[src/rtl/cp0_exception_unit_pkg.sv]
// Shared constants for the CP0 exception unit: exception codes, register
// numbers, field positions and the writable-bit masks.
package cp0_exception_unit_pkg;

  localparam logic [4:0] EXC_INT     = 5'd0;
  localparam logic [4:0] EXC_ADEL    = 5'd4;
  localparam logic [4:0] EXC_ADES    = 5'd5;
  localparam logic [4:0] EXC_SYSCALL = 5'd8;
  localparam logic [4:0] EXC_RI      = 5'd10;
  localparam logic [4:0] EXC_OV      = 5'd12;

  localparam logic [4:0] CP0_SR    = 5'd12;
  localparam logic [4:0] CP0_CAUSE = 5'd13;
  localparam logic [4:0] CP0_EPC   = 5'd14;
  localparam logic [4:0] CP0_PRID  = 5'd15;

  localparam int SR_IE_BIT    = 0;
  localparam int SR_EXL_BIT   = 1;
  localparam int IM_LSB       = 10;
  localparam int IM_MSB       = 15;
  localparam int CAUSE_BD_BIT = 31;
  localparam int EXC_LSB      = 2;
  localparam int EXC_MSB      = 6;

  // Only IM, EXL and IE survive a write to SR.
  localparam logic [31:0] SR_WMASK = 32'h0000_FC03;

  function automatic logic [31:0] word_align(input logic [31:0] a);
    return {a[31:2], 2'b00};
  endfunction

endpackage

[src/rtl/cp0_req_gen.sv]
// Combinational trap decision: interrupt/exception request and the ExcCode
// to record. Interrupts win over a simultaneous exception.
module cp0_req_gen
  import cp0_exception_unit_pkg::*;
(
  input  logic [5:0] i_hw_int,
  input  logic [5:0] i_im,
  input  logic       i_ie,
  input  logic       i_exl,
  input  logic [4:0] i_exc_code,
  output logic       o_int_req,
  output logic       o_exc_req,
  output logic       o_req,
  output logic [4:0] o_cause_code
);

  always_comb begin
    o_int_req    = (|(i_hw_int & i_im)) & i_ie & ~i_exl;
    o_exc_req    = (i_exc_code != EXC_INT) & ~i_exl;
    o_req        = o_int_req | o_exc_req;
    o_cause_code = o_int_req ? EXC_INT : i_exc_code;
  end

endmodule

[src/rtl/cp0_exception_unit.sv]
// Coprocessor-0 beside the M stage: holds SR/Cause/EPC, decides traps,
// drives the flush/redirect request and serves mfc0/mtc0/eret.
module cp0_exception_unit
  import cp0_exception_unit_pkg::*;
#(
  parameter logic [31:0] PRID       = 32'h2021_0707,
  parameter logic [31:0] HANDLER_PC = 32'h0000_4180
) (
  input  logic        clk,
  input  logic        reset,
  input  logic        we,
  input  logic [4:0]  cp0_addr,
  input  logic [31:0] cp0_wdata,
  output logic [31:0] cp0_rdata,
  input  logic [31:0] vpc,
  input  logic        bd_in,
  input  logic [4:0]  exc_code_in,
  input  logic [5:0]  hw_int,
  input  logic        exl_clr,
  output logic        req,
  output logic [31:0] handler_pc,
  output logic [31:0] epc_out
);

  logic [31:0] r_sr;
  logic        r_bd;
  logic [5:0]  r_ip;
  logic [4:0]  r_exccode;
  logic [31:0] r_epc;

  logic        w_int_req;
  logic        w_exc_req;
  logic        w_req;
  logic [4:0]  w_cause_code;
  logic [31:0] w_sr_next;
  logic [31:0] w_cause;
  logic [31:0] w_trap_epc;

  cp0_req_gen u_req_gen (
    .i_hw_int     (hw_int),
    .i_im         (r_sr[IM_MSB:IM_LSB]),
    .i_ie         (r_sr[SR_IE_BIT]),
    .i_exl        (r_sr[SR_EXL_BIT]),
    .i_exc_code   (exc_code_in),
    .o_int_req    (w_int_req),
    .o_exc_req    (w_exc_req),
    .o_req        (w_req),
    .o_cause_code (w_cause_code)
  );

  // A trap sets EXL and discards any mtc0; otherwise eret beats an SR write for EXL.
  always_comb begin
    w_sr_next = r_sr;
    if (w_req) begin
      w_sr_next[SR_EXL_BIT] = 1'b1;
    end else begin
      if (we && cp0_addr == CP0_SR)
        w_sr_next = cp0_wdata & SR_WMASK;
      if (exl_clr)
        w_sr_next[SR_EXL_BIT] = 1'b0;
    end
  end

  assign w_trap_epc = word_align(bd_in ? (vpc - 32'd4) : vpc);

  always_ff @(posedge clk) begin
    if (reset) begin
      r_sr      <= '0;
      r_bd      <= 1'b0;
      r_ip      <= '0;
      r_exccode <= '0;
      r_epc     <= '0;
    end else begin
      r_sr <= w_sr_next;
      r_ip <= hw_int;
      if (w_req) begin
        r_bd      <= bd_in;
        r_exccode <= w_cause_code;
        r_epc     <= w_trap_epc;
      end else if (we && cp0_addr == CP0_EPC) begin
        r_epc <= word_align(cp0_wdata);
      end
    end
  end

  always_comb begin
    w_cause                        = '0;
    w_cause[CAUSE_BD_BIT]          = r_bd;
    w_cause[IM_MSB:IM_LSB]         = r_ip;
    w_cause[EXC_MSB:EXC_LSB]       = r_exccode;
    case (cp0_addr)
      CP0_SR:    cp0_rdata = r_sr;
      CP0_CAUSE: cp0_rdata = w_cause;
      CP0_EPC:   cp0_rdata = r_epc;
      CP0_PRID:  cp0_rdata = PRID;
      default:   cp0_rdata = 32'h0;
    endcase
  end

  assign req        = w_req & ~reset;
  assign handler_pc = HANDLER_PC;
  assign epc_out    = r_epc;

endmodule

[config.mk]
export PLATFORM = sky130hd
export DESIGN_NAME = cp0_exception_unit
export DESIGN_NICKNAME = d
export VERILOG_FILES = /design/src/rtl/cp0_exception_unit_pkg.sv /design/src/rtl/cp0_req_gen.sv /design/src/rtl/cp0_exception_unit.sv
export SDC_FILE = /design/constraint.sdc
export NUM_CORES = 1
export LEC_CHECK = 0
export BUFFER_PORTS_ARGS = -buffer_cell sky130_fd_sc_hd__buf_4
export CORE_MARGIN = 5
export CORE_UTILIZATION = 43
export DETAILED_ROUTE_END_ITERATION = 16
export GPL_TIMING_DRIVEN = 0
export PLACE_DENSITY = 0.78
export SETUP_SLACK_MARGIN = 0.2
export SYNTH_ARGS = -nofsm -noshare
export SYNTH_HDL_FRONTEND = slang
export SYNTH_SLANG_ARGS = --single-unit
export TNS_END_PERCENT = 1
[constraint.sdc]
create_clock -name clk -period 1.9 [get_ports clk]
set_input_delay 0.19 -clock clk [delete_from_list [all_inputs] [get_ports clk]]
set_output_delay 0.19 -clock clk [all_outputs]
set_load 0.005 [all_outputs]
==> results.md <==
- The run finished, with violations left.
- The checks that failed: negative setup slack.
- The leftover overflow at the end of global routing is 0.
- The share of the Yosys chip area taken by registers is 0.260.
- The routed wire length is between 15,000 and 20,000 um.
- In the routed design, unresolved DRC markers number 0.
- The most frequent cell on the critical path is sky130_fd_sc_hd__nor2_4.
- The analysis attributes to cell leakage a power of 2.41 nW.
- The CTS tree is done.
- The first TritonRoute pass finished after 5 iterations.
- For this run, the total global-route usage over all layers was measured as 0.256.
- The count of flip-flops with a built-in enable after synthesis is 0.
- The share of the synthesized area in the top cell type is 0.260.
- Once layout is complete, the utilization of the core stands at 0.657.
- The floorplan step set the die width to 105 um.
- The endpoint identified for the worst register-to-register timing path is r_exccode[0].
- Using the TritonRoute via totals, the vias-per-cell ratio works out to 5.91.
- The post-synthesis register bit count is 50.
- The highest clock rate is 483 MHz.
- Power spread over the standard cell area amounts to roughly 480 nW/um2.
- The required time at the worst-slack endpoint is ~1.7 ns.
- The top cell type by total area after synthesis is sky130_fd_sc_hd__dfxtp_1.
- Clock latency on the worst-skew pair, taken at its later pin, is roughly 0.31 ns.
- Averaged over all synthesized cells, the footprint is between 8 and 9 um2.
- The count of endpoints failing hold in the final timing report is 0.
- The cell count after synthesis came out at ~480.
- The routed length per instance is roughly 20 um.
- Setup slack on the critical path of the routed design comes to -0.171 ns.
- The final count of pins violating max slew is 0.
- The number of distinct library cell variants in the gate-level netlist after synthesis is 58.
- On the final layout, the worst clock skew is between 0.006 and 0.007 ns.
- The die span in y is between 100 and 150 um.
- Max-cap violations in this run came to 0.
- The post-route clock period utilization is 1.09.
- Counting cells, the worst reg-to-reg path comes to 6.
- The critical path capture point type is an output port.
- In the synthesized netlist the dominant register cell turns out to be sky130_fd_sc_hd__dfxtp_1.
- The number of global-route vias before repair came to roughly 4,400.
- At the worst endpoint, the arrival time is about 1.9 ns.
- The critical path's slowest cell is sky130_fd_sc_hd__o311a_4.
- 0 antenna diodes ended up in the layout.
- In the layout the commonest cells are 187 x sky130_fd_sc_hd__buf_4, 47 x sky130_fd_sc_hd__dfxtp_1, 34 x sky130_fd_sc_hd__conb_1.
- The HPWL reported at the end of detailed placement is around 12,000 um.
- The cell depth of the worst min-delay path is 2.
- The clock drives 50 sinks.
- In the final layout, the share of cells above drive strength 1 is 0.392.
- The tightest slew margin relative to the limit is 0.425.
- The number of buffers on the longest clock path is 2.
- The root buffer cell is sky130_fd_sc_hd__clkbuf_8.
- The analysis attributes to net switching a power of approximately 0.00090 W.
- Setup repair after global routing could not meet its margin everywhere.
- The minimum setup slack among reg-to-reg paths is -0.12 ns.
- For this run, the post-layout net count is roughly 750.
- The area occupied by multi-input gates is approximately 2800 um2.
- The area taken by flip-flops and latches is around 1000 um2.
- The maximum vdd drop is between 0.3 and 0.4 mV.
- The area enclosed by the die boundary is 10,900 um2.
- Routability-driven placement finished with a final weighted congestion of around 0.89.
- Of the total power, the share spent switching nets is 0.328.
- After synthesis, the cell types taking the most area are sky130_fd_sc_hd__dfxtp_1 26%, sky130_fd_sc_hd__buf_4 6.6%, sky130_fd_sc_hd__mux2i_1 5.7%, sky130_fd_sc_hd__o31a_1 3.6%, sky130_fd_sc_hd__clkbuf_1 3.6%.
- The largest single stage delay on the critical path is ~0.40 ns.
- Setup violations remaining at the end of the flow were counted as 19.
- In this run the number of H-tree levels came out at 2.
- The worst hold path begins at hw_int[0].
- The worst setup path category is flop to output port.
- The CTS buffer count is 5.
- The number of antenna violations at the first check in global routing is 0.
- The layout-stage area growth over the synthesis result is 49.0%.
- Counting tap cells, the placed design contains a total of 760 instances.
- Clock-pin slew was measured on the worst setup and hold paths at 0.10 ns.
- Counting I/O delays and the setup requirement, the final critical path takes 2.07 ns.
- STA classifies the critical path startpoint as a flop.
- The share of total power in sequential cells is 0.440.
- The count of cells in the finished layout, fillers not included, comes to around 780.
- After floorplanning, the core was divided into 34 placement rows.
- The leading cell type in the layout, fill and taps excluded is sky130_fd_sc_hd__buf_4.
- The initial standard-cell utilization of the core is 0.441.
- For the pin with the worst max-slew slack, the measured transition is 0.863 ns.
- The pin count of the biggest net entering global routing is 15.
- Yosys printed 0 warnings.
- The share of flip-flops with an asynchronous set or reset is 0.
- The fraction of power consumed by combinational cells is 0.332.
- The path type of the worst min-delay path is input pin to flop.
- The finished cells cover about 5700 um2.
- The first global-routing pass estimated roughly 23,000 um of wire.
- The critical path goes through a22o_1 -> o311a_4 -> clkbuf_16 -> nor2_4 -> buf_8 -> nor2_4 -> buf_6.
- Along the worst path, the maximum fanout reaches 3.
- The clock share of power is 0.227.
- The first-iteration detailed-routing DRC count is roughly 300.
- The number of nets with antenna violations after detailed routing is 0.
- The source of the worst register-to-register timing path is r_sr[10].
- The worst hold endpoint is r_ip[0].
- The number of ports placed on the die boundary is 182.
- The number of buffers added on ports is 142.
- For this design, the CTS-stage hold fixing added 0 buffers.
- The number of filler cells placed in the layout is ~760.
- The area of the core region is between 8000 and 9000 um2.
- Summing every instance area after synthesis gives approximately 3800 um2.
- After detailed placement, the total cell area comes to between 5000 and 6000 um2.
- The total internal power is around 0.0018 W.
- The total via count after detailed routing is ~4,600.
area by class of cell:
cell class | instances | area share
flip-flops and latches | 50 | 0.175
plain buffers | 77 | 0.0919
multi-input cells | 377 | 0.491
repair buffers | 151 | 0.200
well taps | 108 | 0.0236
inverters | 6 | 0.00393
clock inverters | 1 | 0.00131
clock buffers | 6 | 0.0127
power by group through the flow:
| stage | sequential (W) | combinational (W) | clock (W) |
|---|---|---|---|
| CTS | 0.00120 | 0.000841 | 0.000611 |
| detailed placement | 0.00122 | 0.000803 | 0 |
| global placement | 0.00122 | 0.000789 | 0 |
| global route | 0.00121 | 0.000974 | 0.000651 |
| finish | 0.00120 | 0.000907 | 0.000621 |
| floorplan | 0.00120 | 0.000415 | 0 |
stage by stage:
stage | hold slack, ns | power, W | setup WS, ns | TNS (ns)
finish | 0.120 | 0.00273 | -0.171 | -0.987
global route | 0.131 | 0.00283 | -0.203 | -2.38
CTS | 0.106 | 0.00265 | -0.123 | -0.926
detailed placement | 0.420 | 0.00203 | -0.421 | -11.62
global placement | 0.415 | 0.00201 | -0.402 | -9.66
floorplan | 0.318 | 0.00161 | 0.175 | 0
critical path, delay by kind of cell (launching register included):
| family | cells | cell delay (ns) |
|---|---|---|
| and+or+nand+nor | 2 | 0.16 |
| buffers and inverters | 3 | 0.41 |
| AOI/OAI and AO/OA | 2 | 0.67 |
| DFF | 1 | 0.33 |
worst max-delay path by stage:
stage | slack (ns) | startpoint | endpoint
global placement | -0.40 | vpc[2] | epc_out[30]
floorplan | 0.18 | r_sr[10] | r_exccode[1]
finish | -0.17 | r_sr[10] | req
detailed placement | -0.42 | vpc[2] | epc_out[30]
CTS | -0.12 | r_sr[12] | req
global route | -0.20 | r_sr[10] | req
synth_stat cells (10+ instances only):
cell,instances
sky130_fd_sc_hd__buf_4,34
sky130_fd_sc_hd__o31a_1,16
sky130_fd_sc_hd__o31ai_1,17
sky130_fd_sc_hd__nand4_1,15
sky130_fd_sc_hd__clkbuf_1,37
sky130_fd_sc_hd__or4_1,11
sky130_fd_sc_hd__dfxtp_1,50
sky130_fd_sc_hd__and4_1,14
sky130_fd_sc_hd__mux2i_1,22
sky130_fd_sc_hd__o41ai_1,15
sky130_fd_sc_hd__and3_1,13
sky130_fd_sc_hd__a21oi_1,17
sky130_fd_sc_hd__nor2_1,35
sky130_fd_sc_hd__a31oi_1,14
sky130_fd_sc_hd__or3_1,10
sky130_fd_sc_hd__nand2_1,24
sky130_fd_sc_hd__a211oi_1,18
cells by family (layout without fill, tap and decap cells):
family | after synthesis | count (layout) | synth area share
and+or+nand+nor | 183 | 183 | 0.295
AOI/OAI and AO/OA | 129 | 129 | 0.247
adders and majority gates | 1 | 1 | 0.00325
muxes | 23 | 23 | 0.0602
buffers and inverters | 83 | 241 | 0.116
xor gates and xnor gates | 7 | 7 | 0.0159
DFF | 50 | 50 | 0.260
other | 2 | 34 | 0.00195
state kept, by name, summed over array words and instances, names as in the netlist:
register,flops
epc_out,30
r_ip,6
r_sr,8
r_exccode,5
r_bd,1
metal layers:
metal | share of wire | wire length, um | global-route usage
met5 | 0 | 0 | 0
met4 | 0.019 | 297 | 0.0786
met3 | 0.081 | 1240 | 0.0425
met2 | 0.49 | 7520 | 0.426
met1 | 0.41 | 6220 | 0.339
repair_timing:
action / 4_1_cts / 5_1_grt
pin swaps: 6 / 8
buffers inserted: 6 / 3
gates resized for setup: 40 / 39
endpoints found under the setup margin: 77 / 66
No activity file was read; power rests on OpenSTA's default activity.
